[config.mk]
export PLATFORM = sky130hd
export DESIGN_NAME = mem_stage
export DESIGN_NICKNAME = d
export VERILOG_FILES = /design/src/rtl/mem_stage.sv
export SDC_FILE = /design/constraint.sdc
export NUM_CORES = 1
export LEC_CHECK = 0
export ABC_CLOCK_PERIOD_IN_PS = 13700
export CORE_MARGIN = 5
export CORE_UTILIZATION = 49
export DETAILED_ROUTE_END_ITERATION = 6
export PLACE_DENSITY = 0.8
export SKIP_CTS_REPAIR_TIMING = 1
export SLEW_MARGIN = 10
export SYNTH_ARGS = -nofsm -noshare
export SYNTH_HDL_FRONTEND = slang
export SYNTH_SLANG_ARGS = --single-unit
[constraint.sdc]
create_clock -name clk -period 13.7 [get_ports clk]
set_input_delay 1.37 -clock clk [delete_from_list [all_inputs] [get_ports clk]]
set_output_delay 1.37 -clock clk [all_outputs]
set_load 0.05 [all_outputs]
[src/rtl/mem_stage.sv]
// Memory stage: unpacks the EX/MEM word and serialises scalar or vector loads and stores
// onto a single-port req/ack data memory. Optional ack watchdog: define MEM_STAGE_TIMEOUT_EN.
module mem_stage #(
  parameter int N       = 24,
  parameter int M       = 6,
  parameter int BW      = 17 + 2*M*N,
  parameter int WBW     = 7 + 2*M*N,
  parameter int TIMEOUT = 64
) (
  input  logic           clk,
  input  logic           rst,
  input  logic           en,
  input  logic [BW-1:0]  bufferIn,
  output logic           memReq,
  output logic           memWe,
  output logic [N-1:0]   memAddr,
  output logic [N-1:0]   memWdata,
  input  logic [N-1:0]   memRdata,
  input  logic           memAck,
  output logic           stall,
  output logic           memErr,
  output logic [WBW-1:0] bufferOut
);

  localparam int VW = M * N;
  localparam int IW = (M > 1) ? $clog2(M) : 1;

  typedef enum logic [1:0] {IDLE, ACCESS, DONE} state_t;

  logic [VW-1:0] in_rd3, in_alu;
  logic [3:0]    in_rc;
  logic          in_regw, in_m2r, in_memw, in_mode, in_memop;
  logic          unused_fields;

  assign in_rd3   = bufferIn[VW-1:0];
  assign in_rc    = bufferIn[VW+3:VW];
  assign in_regw  = bufferIn[VW+4];
  assign in_m2r   = bufferIn[VW+5];
  assign in_memw  = bufferIn[VW+6];
  assign in_alu   = bufferIn[2*VW+9:VW+10];
  assign in_mode  = bufferIn[BW-1];
  assign in_memop = in_memw | in_m2r;
  assign unused_fields = ^{bufferIn[VW+9:VW+7], bufferIn[BW-2:2*VW+10]};

  state_t         state_q, state_d;
  logic [IW-1:0]  idx_q, idx_d, nxt_idx, last_idx;
  logic           req_q, req_d, we_q, we_d;
  logic [N-1:0]   addr_q, addr_d, wdata_q, wdata_d, base;
  logic [WBW-1:0] out_q, out_d;
  logic [VW-1:0]  rd3_q, alu_q, mdata_q, mdata_d;
  logic [3:0]     rc_q;
  logic           regw_q, m2r_q, memw_q, mode_q;
  logic           cap, finish, ack_ok, expire;

  assign cap      = (state_q == IDLE) && en && in_memop;
  assign ack_ok   = (state_q == ACCESS) && req_q && memAck;
  assign base     = alu_q[N-1:0];
  assign nxt_idx  = idx_q + IW'(1);
  assign last_idx = mode_q ? IW'(M - 1) : '0;

`ifdef MEM_STAGE_TIMEOUT_EN
  localparam int TW = $clog2(TIMEOUT + 1);
  logic [TW-1:0] tmo_q, tmo_d;
  logic          err_q, err_d;

  // Counts cycles an issued request has waited without an ack.
  always_comb begin
    tmo_d  = tmo_q;
    err_d  = err_q;
    expire = 1'b0;
    if (cap || ack_ok) begin
      tmo_d = '0;
    end else if ((state_q == ACCESS) && req_q) begin
      if (tmo_q == TW'(TIMEOUT - 1)) begin
        expire = 1'b1;
        err_d  = 1'b1;
        tmo_d  = '0;
      end else begin
        tmo_d = tmo_q + TW'(1);
      end
    end
  end

  always_ff @(posedge clk) begin
    if (!rst) begin
      tmo_q <= '0;
      err_q <= 1'b0;
    end else begin
      tmo_q <= tmo_d;
      err_q <= err_d;
    end
  end

  assign memErr = err_q;
`else
  localparam int unused_timeout = TIMEOUT;
  assign expire = 1'b0;
  assign memErr = 1'b0;
`endif

  always_comb begin
    state_d = state_q;
    idx_d   = idx_q;
    req_d   = req_q;
    we_d    = we_q;
    addr_d  = addr_q;
    wdata_d = wdata_q;
    out_d   = out_q;
    mdata_d = mdata_q;
    finish  = 1'b0;
    unique case (state_q)
      IDLE: begin
        if (cap) begin
          state_d = ACCESS;
          idx_d   = '0;
          mdata_d = '0;
        end else if (en) begin
          out_d = {in_mode, in_m2r, in_regw, in_rc, {VW{1'b0}}, in_alu};
        end
      end
      ACCESS: begin
        // First cycle issues element 0; each ack then advances to the next element.
        if (!req_q) begin
          req_d   = 1'b1;
          we_d    = memw_q;
          addr_d  = base + N'(idx_q);
          wdata_d = rd3_q[idx_q*N +: N];
        end else if (memAck) begin
          if (!memw_q) mdata_d[idx_q*N +: N] = memRdata;
          if (idx_q == last_idx) begin
            finish = 1'b1;
          end else begin
            idx_d   = nxt_idx;
            addr_d  = base + N'(nxt_idx);
            wdata_d = rd3_q[nxt_idx*N +: N];
          end
        end else if (expire) begin
          finish = 1'b1;
        end
        if (finish) begin
          req_d   = 1'b0;
          we_d    = 1'b0;
          addr_d  = '0;
          wdata_d = '0;
          idx_d   = '0;
          if (en) begin
            state_d = IDLE;
            out_d   = {mode_q, m2r_q, regw_q, rc_q, mdata_d, alu_q};
          end else begin
            state_d = DONE;
          end
        end
      end
      DONE: begin
        if (en) begin
          state_d = IDLE;
          out_d   = {mode_q, m2r_q, regw_q, rc_q, mdata_q, alu_q};
        end
      end
      default: state_d = IDLE;
    endcase
  end

  always_ff @(posedge clk) begin
    if (!rst) begin
      state_q <= IDLE;
      idx_q   <= '0;
      req_q   <= 1'b0;
      we_q    <= 1'b0;
      addr_q  <= '0;
      wdata_q <= '0;
      out_q   <= '0;
    end else begin
      state_q <= state_d;
      idx_q   <= idx_d;
      req_q   <= req_d;
      we_q    <= we_d;
      addr_q  <= addr_d;
      wdata_q <= wdata_d;
      out_q   <= out_d;
    end
  end

  // Operand fields and gathered load data carry no reset; they are rebuilt at every capture.
  always_ff @(posedge clk) begin
    if (cap) begin
      rd3_q  <= in_rd3;
      alu_q  <= in_alu;
      rc_q   <= in_rc;
      regw_q <= in_regw;
      m2r_q  <= in_m2r;
      memw_q <= in_memw;
      mode_q <= in_mode;
    end
    mdata_q <= mdata_d;
  end

  assign memReq    = req_q;
  assign memWe     = we_q;
  assign memAddr   = addr_q;
  assign memWdata  = wdata_q;
  assign bufferOut = out_q;
  assign stall     = rst && ((state_q != IDLE) || in_memop);

endmodule

==> summary.md, run 1 <==
| Metric | Value |
|---|---|
| Max_slew headroom | 18.9% |
| Rows | 95 |
| Clock-pin slew of the registers on the worst-case setup and hold paths | 0.06 ns |
| Flop2flop setup slack | 7.75 ns |
| Final nets | 3944 |
| Yosys warns | 0 |
| Clock sink count | 790 |
| Drt drc | 0 |
| Die width | about 270 µm |
| Mapped Nets | between 3000 and 4000 |
| Peak supply drop | approximately 0.13 mV |
| Crit-path max FO | 50 |
| Crit path required time | between 10 and 15 ns |
| Final Critical Period | 5.95 ns |
| Fmax | 168 MHz |
| Mean area per synthesized cell | 10.8 µm² |
| Worst path max stage delay | 1.03 ns |
| P_sw | between 0.0015 and 0.002 W |
| Post-Route WL | 114 mm |
| Worst endpoint data arrival time | between 6 and 7 ns |
| Clock latency at the later pin of the worst-skew pair | 0.66 ns |
| Final Core Density | 64.4% |
| Tot GR Track Use | 29.9% |
| Worst-path cell with the longest stage delay | dfxtp_2 |
| Synthesis-to-finish area growth | 31.1% |
| Fill count | 5076 |
| Critical path's top delay family | simple AND/OR/NAND/NOR gates |
| Routed vias | 27905 |
| Worst Setup End Kind | flip-flop |
| Sequential Area | 20200 µm² |
| 1st-iter DRT viols | 3592 |
| TNS Setup | 0 ns |
| Share of layout cells above drive strength 1 | under 10% |
| Main synth FF type | edfxtp_1 |
| Final Skew | 0.0389 ns |
| CTS root buf | clkbuf_16 |
| Final Setup Violations | 0 |
| Synth top area cells | edfxtp_1 (40%), dfxtp_1 (21%), nor2_1 (4.5%) |
| Initial antenna violation count | 31 |
| Die Y | 269 µm |
| Maximum clock path buffer count | 3 |
| Post-DR vias/cell | 6.11 |
| Vias in the first global route | 26889 |
| I/O pin count | 680 |
| CTS H-Tree Depth | 3 |
| Unique masters post-synth | 83 |
| Starting Density | 49.1% |
| MaxCap Viol Count | 0 |
| GR Overflow Total | 0 |
| LEAKAGE | 15.0 nW |
| Cell Chain, Critical Path | ha_1 > inv_1 > fa_1 > nand2_1 > nor2_1 > ha_1 > nand4b_1 > nor3_1 > nand3_1 > or3_1 > a21oi_1 > o21ai_1 > a21oi_1 |
| Comb power frac | 19.0% |
| Area leader, netlist | edfxtp_1 |
| Crit path buf inv count | 1 |
| P_int | 0.00451 W |
| Post-synth top area share | 40.2% |
| Seq pwr share | 44.1% |
| Pwr dens | about 150 nW/µm² |
| Synthesized cell area | 32900 µm² |
| Yosys reg bits | 790 |
| Switching Share | 29.6% |
| Dpl hpwl | 75.8 mm |
| Hold Path Class | flip-flop to flip-flop |
| Number of synthesized flops with an enable pin | 440 |
| Crit path kind | flip-flop to flip-flop |
| Clk pwr share | 36.9% |
| IO buf count | ~670 |
| TritonCTS Buffers | 82 |
| Area occupied by multi-input gates | 11600 µm² |
| Period utilization | 43.5% |
| Worst Setup Start Kind | flip-flop |
| Mapped Cells | 3042 |
| CTS tree | yes |
| WL/cell | 25.0 µm |
| RSZ-0062 raised after global routing | no |
| Die ar. | 72400 µm² |
| Post-synthesis sequential area ratio | 61.5% |
| Global-route wire length before repair | 167 mm |
| Router iterations before antenna repair | 6 |
| Final hold viol count | 0 |
| Post-synth ARST share | 0% |
| RD Place Congestion | 0.943 |
| Slew @ Worst Pin | 1.21 ns |
| DRT antenna net count | 0 |
| Slew Viols, Final | 0 |
| Core region area | 66900 µm² |
| Largest net degree at the start of global routing | 186 |
| Status | finished clean |
==> cell usage in the layout (no fill, tap or decap), types with 17 or more instances in the layout <==
master and n:
nor2_1 389, inv_1 35, nor3_1 190, edfxtp_1 440
o211ai_1 20, nand3_1 120, a21oi_1 105, clkbuf_8 17
a22o_1 20, o21ai_0 113, dfxtp_1 349, mux2i_1 49
a221oi_1 157, clkdlybuf4s50_1 668, a211oi_1 55, buf_4 41
a22oi_1 104, clkbuf_1 17, nand2_1 284, a32o_1 19
o221ai_1 17, clkbuf_16 84, a221o_1 17, diode_2 28
and2_1 44
==> cells by family after synthesis <==
kind of cell,after synthesis,synth area share [%]
adders and majority gates,16,0.654
other,1,0.0114
DFF,790,61.5
xor gates and xnor gates,31,0.871
and+or+nand+nor,1114,15.0
buffers and inverters,283,3.47
AOI/OAI and AO/OA,742,16.5
muxes,65,2.05
==> sequential cells by signal (all words and copies together) (netlist names) <==
| signal | cells |
|---|---|
| memReq | 1 |
| memWdata | 24 |
| rd3_q | 144 |
| mode_q | 1 |
| rc_q | 4 |
| mdata_q | 144 |
| memWe | 1 |
| state_q | 2 |
| m2r_q | 1 |
| regw_q | 1 |
| alu_q | 144 |
| memAddr | 24 |
| idx_q | 3 |
| bufferOut | 295 |
| memw_q | 1 |
==> tightest hold or removal path, delay by kind of cell, from the launching register on <==
family	cells	cell delay (ns)
simple gates	1	0.04
compound gates	1	0.05
flops	1	0.33
==> routing by layer <==
layer  up-vias  part of all wire, %  global-route usage (%)
met1     13423                   36                    36.5
met2      1618                   48                    47.9
met4         6                  5.4                    15.6
met5         -                0.029                       0
li1      12543                    -                       -
met3       315                   11                    9.72
==> final timing paths <==
check	cells after the start	to	startpoint
worst max-delay path	13	bufferOut[214]	idx_q[0]
worst min-delay path	2	memAddr[21]	memAddr[21]
worst max register to register	13	bufferOut[214]	idx_q[0]
worst min register to register	2	memAddr[21]	memAddr[21]
==> layout make-up <==
cell class | count | area share (%)
flip-flops and latches | 790 | 46.9
multi-input cells | 1969 | 27.0
repair buffers | 712 | 16.3
clock buffers | 118 | 5.57
well taps | 873 | 2.53
clock inverters | 34 | 1.13
inverters | 40 | 0.395
diodes | 28 | 0.163
==> synthesized netlist by cell type (11+ instances only) <==
master    count
o221a_2      11
a31oi_1      14
nand3_1     120
o22ai_1      14
ha_1         14
a21o_1       15
a22o_1       20
clkbuf_1    183
a32o_1       19
xor2_1       11
nor3_1      191
a21oi_1     105
o221ai_1     17
nand4_1      11
inv_1        37
a211oi_1     55
and2_1       44
a221o_1      17
o21ai_0     114
edfxtp_1    440
nor2_1      392
a221oi_1    157
buf_1        11
nand2_1     284
a22oi_1     104
o211ai_1     20
buf_2        44
mux2_2       15
dfxtp_1     350
xnor2_1      18
mux2i_1      49
==> power groups by stage <==
stage               Combinational (W)  Clock (W)  Sequential, W
global route                  0.00129    0.00248        0.00284
CTS                           0.00121    0.00238        0.00282
detailed placement            0.00120          0        0.00287
floorplan                    0.000467          0        0.00317
finish                        0.00122    0.00236        0.00283
global placement              0.00119          0        0.00286
==> per-stage QoR <==
| stage | power (W) | setup WS, ns | area [µm²] | hold WS, ns | std cells |
|---|---|---|---|---|---|
| 2_1_floorplan | 0.00363 | 1.26 | 32900 | 0.462 | 3042 |
| 3_3_place_gp | 0.00405 | 8.11 | 40100 | 0.432 | 4384 |
| 3_5_place_dp | 0.00407 | 7.99 | 40100 | 0.446 | 4384 |
| 4_1_cts | 0.00641 | 7.93 | 43000 | 0.460 | 4536 |
| 5_1_grt | 0.00661 | 7.34 | 43100 | 0.484 | 4560 |
| 6_report | 0.00640 | 7.75 | 43100 | 0.454 | 4564 |
No activity file was read; power rests on OpenSTA's default activity.
==> run 2: changes to the inputs <==
ABC_CLOCK_PERIOD_IN_PS = 5700   (was 13700)
clock period = 5.7 ns   (was 13.7 ns; I/O delays follow)
==> run 2 against run 1 <==
  * Clock power is 140% higher
  * Critical path depth stayed put
  * Die area stayed put
  * Global-route usage is 0.10 points higher
  * First-iteration DRC count is 1.9% higher
  * Largest cell class unchanged
  * Highest routed layer unchanged
==> summary.md, run 2 (synthesized netlist as in run 1, its figures left out) <==
| Metric | Value |
|---|---|
| Status | finished clean |
| Final nets | between 3000 and 4000 |
| Flop2flop setup slack | 0.53 ns |
| Rows | 95 |
| Most common cell after layout, fill and taps aside | clkdlybuf4s50_1 |
| Placed cells | around 4400 |
| Worst reg2reg path endpoint | bufferOut[214] |
| P_sw | approximately 0.0046 W |
| TNS Setup | 0 ns |
| Switching Share | between 20 and 30% |
| Slew Viols, Final | 0 |
| Maximum clock path buffer count | 3 |
| Share of layout cells above drive strength 1 | 6.87% |
| Final hold viol count | 0 |
| Pre-CTS setup slack | 0.634 ns |
| CTS root buf | clkbuf_16 |
| IO buf count | 669 |
| Fmax | 193 MHz |
| Commonest cells after routing, fill and taps aside | clkdlybuf4s50_1 (668), edfxtp_1 (440), nor2_1 (388) |
| Die Y | 269 µm |
| Crit-path max FO | 16 |
| Worst endpoint data arrival time | 5.74 ns |
| Largest register FFs | around 300 |
| Routed vias | roughly 28000 |
| Final Setup Violations | 0 |
| FF-to-FF Start | idx_q[1] |
| CTS tree | yes |
| RSZ-0062 raised after global routing | no |
| Total Power | 0.0154 W |
| Post-Route WL | roughly 110 mm |
| Dpl cell area | 40300 µm² |
| Drt drc | 0 |
| Finished Cell Area | 43300 µm² |
| Largest net degree at the start of global routing | about 180 |
| 1st-iter DRT viols | about 3700 |
| Starting Density | 49.1% |
| P_int | 0.0108 W |
| Pwr dens | 355 nW/µm² |
| Hold Path Origin | memWe |
| Slew @ Worst Pin | 1.22 ns |
| Crit path kind | flip-flop to flip-flop |
| Crit path required time | between 6 and 7 ns |
| Register-to-Register Path Depth | 13 |
| Hold Path Class | flip-flop to flip-flop |
| Dpl hpwl | 77.0 mm |
| Core region area | 66900 µm² |
| I/O pin count | 680 |
| WL/cell | between 20 and 30 µm |
| Final WS setup | approximately 0.53 ns |
| Router iterations before antenna repair | 6 |
| Die width | 269 µm |
| Peak supply drop | 0.301 mV |
| Tot GR Track Use | 30.0% |
| Global-route wire length before repair | 167 mm |
| Worst Setup End Kind | flip-flop |
| Final Critical Period | slightly above 5 ns |
| Die ar. | 72400 µm² |
| Period utilization | 90.7% |
| Clock-pin slew of the registers on the worst-case setup and hold paths | 0.06 ns |
| LEAKAGE | 15.1 nW |
| Fill count | 5064 |
| DRT antenna net count | 0 |
| Synthesis-to-finish area growth | 31.5% |
| Initial antenna violation count | 27 |
| Vias in the first global route | roughly 27000 |
| Seq pwr share | 44.2% |
| CTS H-Tree Depth | 3 |
| Final Skew | 0.0486 ns |
| Worst Hold End | memWe |
| RD Place Congestion | 0.967 |
| MaxCap Viol Count | 0 |
| Post-DR vias/cell | 6.12 |
| GR Overflow Total | 0 |
| Clk pwr share | 36.5% |
| Post-route insts no fill | about 4600 |
| TritonCTS Buffers | between 80 and 90 |
| Max_slew headroom | roughly 18% |
| Worst Setup Start Kind | flip-flop |
| Comb power frac | 19.3% |
| Clock sink count | 790 |
| Hold path depth | 2 |
| Clock latency at the later pin of the worst-skew pair | 0.67 ns |
[run 2: cell type report]
cell class | count | area [µm²] | area share (%)
flip-flops and latches | 790 | 20200 | 46.8
multi-input cells | 1969 | 11600 | 26.9
repair buffers | 726 | 7210 | 16.7
clock buffers | 117 | 2370 | 5.47
well taps | 873 | 1090 | 2.53
clock inverters | 39 | 499 | 1.15
inverters | 40 | 166 | 0.385
diodes | 24 | 60.1 | 0.139
[run 2: worst max-delay path, cell delays in order, from the launching register on]
cell and delay (ns):
dfxtp_1 0.55, ha_1 0.29, inv_1 0.09, fa_1 0.82, nand2_1 0.22, nor2_1 0.27, ha_1 0.46, nand4b_1 0.38
nor3_1 0.51, nand3_1 0.55, or3_1 0.50, a21oi_1 0.19, o21ai_1 0.11, a21oi_1 0.15
[run 2: routing by layer]
layer | part of all wire [%] | vias up | GRT usage [%]
met1 | 36 | 13357 | 36.8
met2 | 48 | 1739 | 48.6
met3 | 11 | 346 | 9.68
met5 | 0.058 | - | 0
li1 | - | 12565 | -
met4 | 5.2 | 10 | 14.1
[run 2: power by group through the flow]
| stage | logic, W | clock network [W] | registers (W) |
|---|---|---|---|
| 2_1_floorplan | 0.00112 | 0 | 0.00756 |
| 3_3_place_gp | 0.00288 | 0 | 0.00686 |
| 3_5_place_dp | 0.00291 | 0 | 0.00689 |
| 4_1_cts | 0.00294 | 0.00566 | 0.00678 |
| 5_1_grt | 0.00313 | 0.00592 | 0.00682 |
| 6_report | 0.00296 | 0.00561 | 0.00678 |
[run 2: metrics by stage]
stage / hold WS [ns] / util (%)
2_1_floorplan: 0.462 / -
3_3_place_gp: 0.434 / 60.2
3_5_place_dp: 0.446 / 60.2
4_1_cts: 0.431 / 64.5
5_1_grt: 0.437 / 64.6
6_report: 0.457 / 64.6
[run 2: worst max-delay path by stage]
stage / end / slack [ns] / startpoint / depth (start not counted)
after floorplan: state_q[0] / -0.27 / bufferIn[149] / 6
after CTS: bufferOut[278] / 0.60 / idx_q[1] / 13
final: bufferOut[214] / 0.53 / idx_q[1] / 13
after detailed placement: bufferOut[276] / 0.63 / idx_q[1] / 13
after global placement: bufferOut[214] / 0.83 / idx_q[1] / 13
after global routing: bufferOut[214] / 0.03 / idx_q[1] / 13
